### src/rtl/internet_pkg.sv
// Shared constants and state encoding for the internet link scheduler and its picker.
package internet_pkg;

    localparam logic [1:0] IDX_LIB    = 2'd0;
    localparam logic [1:0] IDX_FD     = 2'd1;
    localparam logic [1:0] IDX_SCHOOL = 2'd2;
    localparam logic [1:0] IDX_RIBS   = 2'd3;

    typedef enum logic [1:0] {
        ST_IDLE  = 2'd0,
        ST_GRANT = 2'd1,
        ST_GAP   = 2'd2
    } state_t;

endpackage

### src/rtl/internet_scheduler_rr_pick.sv
// Combinational 4-way round-robin picker: first set request after 'last', wrapping mod 4.
module rr_pick (
    input  logic [3:0] req,
    input  logic [1:0] last,
    output logic [1:0] winner,
    output logic       any
);

    logic [1:0] idx;

    always_comb begin
        winner = last;
        any    = 1'b0;
        idx    = last;
        for (int unsigned k = 1; k <= 4; k++) begin
            idx = last + k[1:0];
            if (!any && req[idx]) begin
                winner = idx;
                any    = 1'b1;
            end
        end
    end

endmodule

### src/rtl/internet_scheduler.sv
// Round-robin time-slot scheduler: grants one requester at a time onto the shared demux link.
module internet_scheduler
    import internet_pkg::*;
#(
    parameter int unsigned SLOT_LEN = 4,
    parameter int unsigned GAP_LEN  = 1
) (
    input  logic       clk,
    input  logic       rst_n,
    input  logic [3:0] req,
    input  logic [3:0] data_lib,
    input  logic [3:0] data_fd,
    input  logic [3:0] data_school,
    input  logic [3:0] data_ribs,
    output logic [3:0] muxOutput,
    output logic       Enable,
    output logic [1:0] Sel,
    output logic       slot_done
);

    localparam logic [3:0] SLOT_L = 4'(SLOT_LEN);
    localparam logic [3:0] GAP_L  = 4'(GAP_LEN);

    state_t     state_q;
    logic [3:0] mux_q;
    logic       en_q;
    logic [1:0] sel_q;
    logic       done_q;
    logic [1:0] last_q;
    logic [3:0] cnt_q;
    logic [3:0] gcnt_q;
    logic       pend_q;

    logic [3:0] data [4];
    logic [1:0] winner;
    logic       any;

    always_comb begin
        data[IDX_LIB]    = data_lib;
        data[IDX_FD]     = data_fd;
        data[IDX_SCHOOL] = data_school;
        data[IDX_RIBS]   = data_ribs;
    end

    rr_pick u_pick (
        .req    (req),
        .last   (last_q),
        .winner (winner),
        .any    (any)
    );

    always_ff @(posedge clk) begin
        if (!rst_n) begin
            state_q <= ST_IDLE;
            mux_q   <= '0;
            en_q    <= 1'b0;
            sel_q   <= '0;
            done_q  <= 1'b0;
            last_q  <= IDX_RIBS;
            cnt_q   <= '0;
            gcnt_q  <= '0;
            pend_q  <= 1'b0;
        end else begin
            done_q <= 1'b0;
            unique case (state_q)
                ST_IDLE: begin
                    if (any) begin
                        sel_q   <= winner;
                        last_q  <= winner;
                        en_q    <= 1'b1;
                        mux_q   <= data[winner];
                        cnt_q   <= 4'd1;
                        state_q <= ST_GRANT;
                    end
                end
                ST_GRANT: begin
                    if (cnt_q == SLOT_L || !req[sel_q]) begin
                        en_q   <= 1'b0;
                        mux_q  <= '0;
                        done_q <= 1'b1;
                        if (GAP_LEN > 0) begin
                            gcnt_q  <= 4'd1;
                            state_q <= ST_GAP;
                        end else if (any) begin
                            // Zero-gap: the winner is chosen now, but Enable still
                            // rests low for one cycle via a pending pass through GAP.
                            sel_q   <= winner;
                            last_q  <= winner;
                            pend_q  <= 1'b1;
                            state_q <= ST_GAP;
                        end else begin
                            state_q <= ST_IDLE;
                        end
                    end else begin
                        cnt_q <= cnt_q + 4'd1;
                        mux_q <= data[sel_q];
                    end
                end
                ST_GAP: begin
                    if (pend_q) begin
                        pend_q  <= 1'b0;
                        en_q    <= 1'b1;
                        mux_q   <= data[sel_q];
                        cnt_q   <= 4'd1;
                        state_q <= ST_GRANT;
                    end else if (gcnt_q >= GAP_L) begin
                        if (any) begin
                            sel_q   <= winner;
                            last_q  <= winner;
                            en_q    <= 1'b1;
                            mux_q   <= data[winner];
                            cnt_q   <= 4'd1;
                            state_q <= ST_GRANT;
                        end else begin
                            state_q <= ST_IDLE;
                        end
                    end else begin
                        gcnt_q <= gcnt_q + 4'd1;
                    end
                end
                default: state_q <= ST_IDLE;
            endcase
        end
    end

    assign muxOutput = mux_q;
    assign Enable    = en_q;
    assign Sel       = sel_q;
    assign slot_done = done_q;

endmodule
### config.mk
export PLATFORM = sky130hd
export DESIGN_NAME = internet_scheduler
export DESIGN_NICKNAME = d
export VERILOG_FILES = /design/src/rtl/internet_pkg.sv /design/src/rtl/internet_scheduler_rr_pick.sv /design/src/rtl/internet_scheduler.sv
export SDC_FILE = /design/constraint.sdc
export NUM_CORES = 1
export LEC_CHECK = 0
export BUFFER_PORTS_ARGS = -buffer_cell sky130_fd_sc_hd__buf_4
export CAP_MARGIN = 5
export CORE_ASPECT_RATIO = 0.8
export CORE_MARGIN = 2
export CORE_UTILIZATION = 52
export CTS_CLUSTER_DIAMETER = 50
export CTS_CLUSTER_SIZE = 30
export DETAILED_ROUTE_END_ITERATION = 6
export PLACE_DENSITY = 0.88
export SYNTH_ARGS = -nofsm -noshare
export SYNTH_HDL_FRONTEND = slang
export SYNTH_HIERARCHICAL = 1
export SYNTH_SLANG_ARGS = --single-unit
### constraint.sdc
create_clock -name clk -period 2.2 [get_ports clk]
set_input_delay 0.11 -clock clk [delete_from_list [all_inputs] [get_ports clk]]
set_output_delay 0.11 -clock clk [all_outputs]
set_load 0.03 [all_outputs]
# == Word-level counts from Yosys, hierarchy flattened ==
# Cells that the tools add are included.
# Widths: inputs -> output; s select.
# op_classes
addsub,5
n_lt_le_gt_ge,8
eq_ne,8
mux,51
bitwise_logic,2
reduce_logical,19
# op_table
cell,count
$mux 4,12
$pmux 4 s3,2
$mux 2,11
$bmux 4 s2,2
$lt 2x3->1 const B,5
$mux 1,14
$reduce_and 3->1,4
$bmux 1 s2,5
$ne 2x2->1 const B,5
$add 4x1->4 const B,2
$pmux 2 s2,2
$pmux 4 s2,1
$ge 3x3->1 const B,2
$not 2->3,2
$pmux 2 s3,1
$reduce_and 2->1,3
$add 2x2->2 const B,2
$eq 4x3->1 const B,1
$ge 4x1->1 const B,1
$logic_not 1->1,4
$reduce_bool 2->1,2
$logic_and 1x1->1,3
$pmux 1 s3,1
$reduce_bool 3->1,1
other kinds (5),5
# word_totals
register_bits,20
in_bits,22
output_inout_bits,8
wordCells,101

# == Longest topological paths before layout ==
# logic_depth
depth_word,20
mapped_depth,8
ltp_nobuf,6

# == Modules after synthesis ==
# The synthesis kept the hierarchy.
# modules_own_cells
module,n_inst,cells_each,area_each_um2,seq_area_each_um2
internet_scheduler,1,110,1134.8,400.4
rr_pick,1,14,82.6,0.0

# == Worst setup path before layout ==
# OpenSTA, ideal clock, no wires.
# synth_path
path_type,reg-to-reg
startpoint,register last_q[1]
endpoint,"register mux_q[2], in the netlist muxOutput[2]"
setup_ps,119
t_arrival_ps,1935
required_time_ps,2081
path_slack_ps,146
path_stages_with_launch,8
n_path_buf,1
synth_period_minus_slack_ps,2054
path_cell_list,dfxtp_1 > mux2i_1 > nor2_1 > a221o_1 > clkbuf_1 > mux4_2 > o21a_1 > o221a_2
# synth_between
elab_chain_cells,20
elab_cells_between_ends,32
cone_classes,add/sub (3); mux (22); bitwise (1); reduce/logical (6)
# synth_lines
element,line_no,rtl
from (decl),internet_scheduler.sv:29,logic [1:0] last_q;
from (signal assigned),internet_scheduler.sv:69,last_q <= winner;
from (signal assigned),internet_scheduler.sv:88,last_q <= winner;
from (signal assigned),internet_scheduler.sv:109,last_q <= winner;
$add 2x1->2,internet_scheduler_rr_pick.sv:16,idx = last + k[1:0];
$bmux 1 s2,internet_scheduler_rr_pick.sv:17,if (!any && req[idx]) begin
$mux 1 (not written as such),internet_scheduler_rr_pick.sv:17,
$mux 1,internet_scheduler_rr_pick.sv:17,
$logic_not 1->1,internet_scheduler_rr_pick.sv:17,
$logic_and 1x1->1,internet_scheduler_rr_pick.sv:17,
$mux 1,internet_scheduler_rr_pick.sv:17,
$logic_not 1->1,internet_scheduler_rr_pick.sv:17,
[4 not listed],--,
$mux 2 *,internet_scheduler_rr_pick.sv:17,
net winner[0],internet_scheduler.sv:35,logic [1:0] winner;
$not 2->3 (not written as such) *,"internet_scheduler.sv:71, internet_scheduler.sv:111",
$bmux 4 s2 *,"internet_scheduler.sv:71, internet_scheduler.sv:111",
$mux 4 (not written as such) * (2 in a row),"internet_scheduler.sv:71, internet_scheduler.sv:111",
$mux 4 *,"internet_scheduler.sv:67, internet_scheduler.sv:107",
$mux 4,internet_scheduler.sv:106,end else if (gcnt_q >= GAP_L) begin
$pmux 4 s3 *,internet_scheduler.sv:65,unique case (state_q)
to (signal assigned),internet_scheduler.sv:71,mux_q <= data[winner];
to (signal assigned),internet_scheduler.sv:103,mux_q <= data[sel_q];
to (signal assigned),internet_scheduler.sv:111,mux_q <= data[winner];
to (decl),internet_scheduler.sv:25,logic [3:0] mux_q;
# The timed path passes the listed nets; every way through them passes the cells marked *. The select of a mux whose other input is x is not followed.
# A chain may end at the register's enable or synchronous reset.

# == Worst setup path after layout ==
# Same ends and word-level chain as after synthesis.

==> impl_metrics.csv <==
group,metric,value,unit
placement,place_congestion,0.8310,
grt,met2_usage,40.45,%
power_and_ir_drop,power-per-cell-area,848.0,nW/um^2
final_layout,fin_nets,181,
timing,fin_hold_ws,0.1047,ns
flow_run,cap_viol_max_count,0,
detailed_routing,routed_wire_length,2.598,mm
grt,grt-ovfl-total,0,
detailed_routing,remaining_drc_errors,0,
final_layout,area_delta_synth_final,23.64,%
timing,clock-skew-final,0.003076,ns
clock_tree,clk_root_buffer_cell,"clkbuf_4",
detailed_routing,dr.pass1.iters,4,
placement,placement_cell_area,1450,sq um
die,ioPinCount,30,
detailed_routing,first_iter_violations,36,
setup_path,critical_path.n_buffers_inverters,0,
setup_path,critPathCaptureType,"flip-flop",
timing,grt_setup_unrepaired,"false",
final_layout,antenna_cells,0,
clock_tree,clk-insertion-delay-late,0.30,ns
placement,detailed_place_hpwl,2.061,mm
placement,dp_worst_setup_slack,0.06803,ns
setup_path,maximum_cell_stage_delay_along_the_critical_path,0.45,ns
detailed_routing,vias,1061,
timing,slew_headroom,63.34,%
die,die-height,47.28,um
detailed_routing,detail-route-antenna-nets,0,
synth,synth.ff_latch_count,20,
synth,synth_area,1217,sq um
worst_hold_path,holdCritPathClass,"input port to flip-flop",
timing,tightest_slew,0.5499,ns
clock_tree,worst_setup_hold_path_clk_slew,0.12,ns
setup_path,worst-r2r-setup-slack,0.16,ns
timing,slew_viol_final,0,
clock_tree,tritoncts.num_buffers,3,
grt,grtUsageTotal,21.49,%
power_and_ir_drop,power,1.276,mW
grt,wire_length_of_the_first_global_routing_pass,4.409,mm
setup_path,crit_chain,"mux2i_1 -> nor2_1 -> a221o_2 -> mux4_2 -> o21a_1 -> o221a_2",
grt,met3_usage,4.408,%
synth,average_size_of_a_mapped_cell,9.818,sq um
synth,syn_inst,124,
grt,maximum_number_of_pins_on_one_net_before_global_route_repair,13,
power_and_ir_drop,leakagePower,0.6661,nW
placement,place.detailed.instances,174,
run_status,status,"completed",
timing,finalCriticalPeriod,2.040,ns
final_layout,final_cell_count_no_fill,178,
die,full_die_area,2746,sq um
timing,fmaxAchievable,490.1,MHz
setup_path,critical_path.top_delay_family,"compound AO/OA/AOI/OAI gates",
grt,grt_most_used_layer,"met2",
timing,post-route-worst-setup-slack,0.1597,ns
setup_path,setup.worst_path.start_class,"flip-flop",
placement,portBuffers,29,
timing,timing_hold_violations_final,0,
setup_path,cp_data_required_time,2.41,ns
synth,synth_fp_nets,151,
die,initial_core_util,55.92,%
power_and_ir_drop,ir_drop,620.2,uV
grt,grt_pass1_vias,1035,
detailed_routing,post_drt_via_cell_ratio,5.961,
timing,period_share,92.74,%
detailed_routing,wl_per_cell,14.60,um
setup_path,path_class,"flip-flop to flip-flop",
clock_tree,tritoncts,"yes",
grt,grt_antenna_before_repair,0,
setup_path,critical_path_peak_fanout,8,
grt,grtUsageMet1,25.21,%
timing,setup_tns_after_final_layout,0,ns
timing,setup-violations-final,0,
final_layout,layout.core_utilization,69.14,%
setup_path,worstPathArrival,2.25,ns
die,std_cell_rows,15,
final_layout,drive_above_1_share,33.33,%
synth,synth.yosys.warnings,6,
final_layout,stdcell_area,1505,sq um
die,coreArea,2177,sq um
synth,sequential_element_share_of_the_synthesized_area,32.89,%
synth,synth.distinct_cells,36,
clock_tree,cts_num_sinks,20,
die,die_width,58.10,um
clock_tree,clock_tree.buffer_depth,2,
setup_path,cp_max_delay_cell,"mux4_2",
clock_tree,cts_post_setup_buffers_inserted,0,
clock_tree,cts.htree.levels,1,
## routing by layer
metal	wire, um	up-vias
met1	1145	510
met2	1314	27
met4	13	0
li1	-	522
met3	125	2
met5	0	-
## cells in the mapped netlist, drive strengths merged
cell,n,area (sq um)
dfxtp,20,400.4
inv,15,56.30
a21oi,11,55.05
mux4,9,217.7
nand3,8,40.04
ha,5,62.56
nor2,5,18.77
and2,4,25.03
and3,4,31.28
clkbuf,4,15.01
nand2,4,15.01
o21a,4,30.03
o221a,4,45.04
a31oi,3,18.77
mux2i,3,30.03
o21ai,3,15.01
buf,2,16.26
nor2b,2,12.51
nor3,2,10.01
a211o,1,8.760
a211oi,1,12.51
a21o,1,8.760
a221o,1,10.01
and4bb,1,12.51
nand2b,1,6.260
nand3b,1,7.510
nand4,1,6.260
o22ai,1,6.260
o31a,1,8.760
or2b,1,7.510
or4,1,7.510
## power breakdown
group          switching (mW)  internal (mW)  total (mW)  leakage [nW]
Clock                   0.119          0.184       0.303        0.0279
Sequential             0.0517          0.419       0.470         0.164
Combinational           0.254          0.248       0.503         0.474
## cell usage in the layout (no fill, tap or decap), types with 2 or more instances in the layout
cell	n
a21oi_1	11
a31oi_1	3
and2_0	3
and3_1	2
buf_4	31
clkbuf_4	3
dfxtp_1	19
ha_1	5
inv_1	15
mux2i_1	3
mux4_1	4
mux4_2	5
nand2_1	4
nand3_1	8
nor2_1	5
nor2b_1	2
nor3_1	2
o21a_1	4
o21ai_0	3
o221a_2	4
## final timing paths
| path | startpoint | endpoint | depth (start not counted) |
|---|---|---|---|
| max reg2reg | last_q[1] | muxOutput[2] | 6 |
| max | last_q[1] | muxOutput[2] | 6 |
| min | rst_n | muxOutput[1] | 2 |
| min reg2reg | Enable | Enable | 2 |
## flip-flops by register name, indices dropped and copies added, names as in the netlist
register   flops
Enable         1
last_q         2
state_q        2
Sel            2
cnt_q          4
slot_done      1
muxOutput      4
gcnt_q         4
## final cells by class
cell class / count / area [sq um]
Multi-Input combinational cell: 83 / 730.7
Fill cell: 184 / 671.9
Sequential cell: 20 / 401.6
Timing Repair Buffer: 31 / 232.7
Inverter: 15 / 56.30
Tap cell: 25 / 31.28
Clock inverter: 1 / 30.03
Clock buffer: 3 / 22.52
## logic make-up after synthesis
logic type,synth area share (%)
and+or+nand+nor,16.45
AOI/OAI and AO/OA,17.99
buffers and inverters,7.193
DFF,32.89
muxes,20.35
adders and majority gates,5.139
## what timing repair did
item                                    in CTS  in global routing
hold buffers                                 0                  0
gates resized for setup                      0                  2
endpoints found under the setup margin       0                  4
## worst reg2reg max path, stage by stage (launching register included)
cell	delay, ns
dfxtp_2	0.42
mux2i_1	0.20
nor2_1	0.05
a221o_2	0.40
mux4_2	0.46
o21a_1	0.18
o221a_2	0.25
Note: power is estimated with default switching activity, not from simulation.
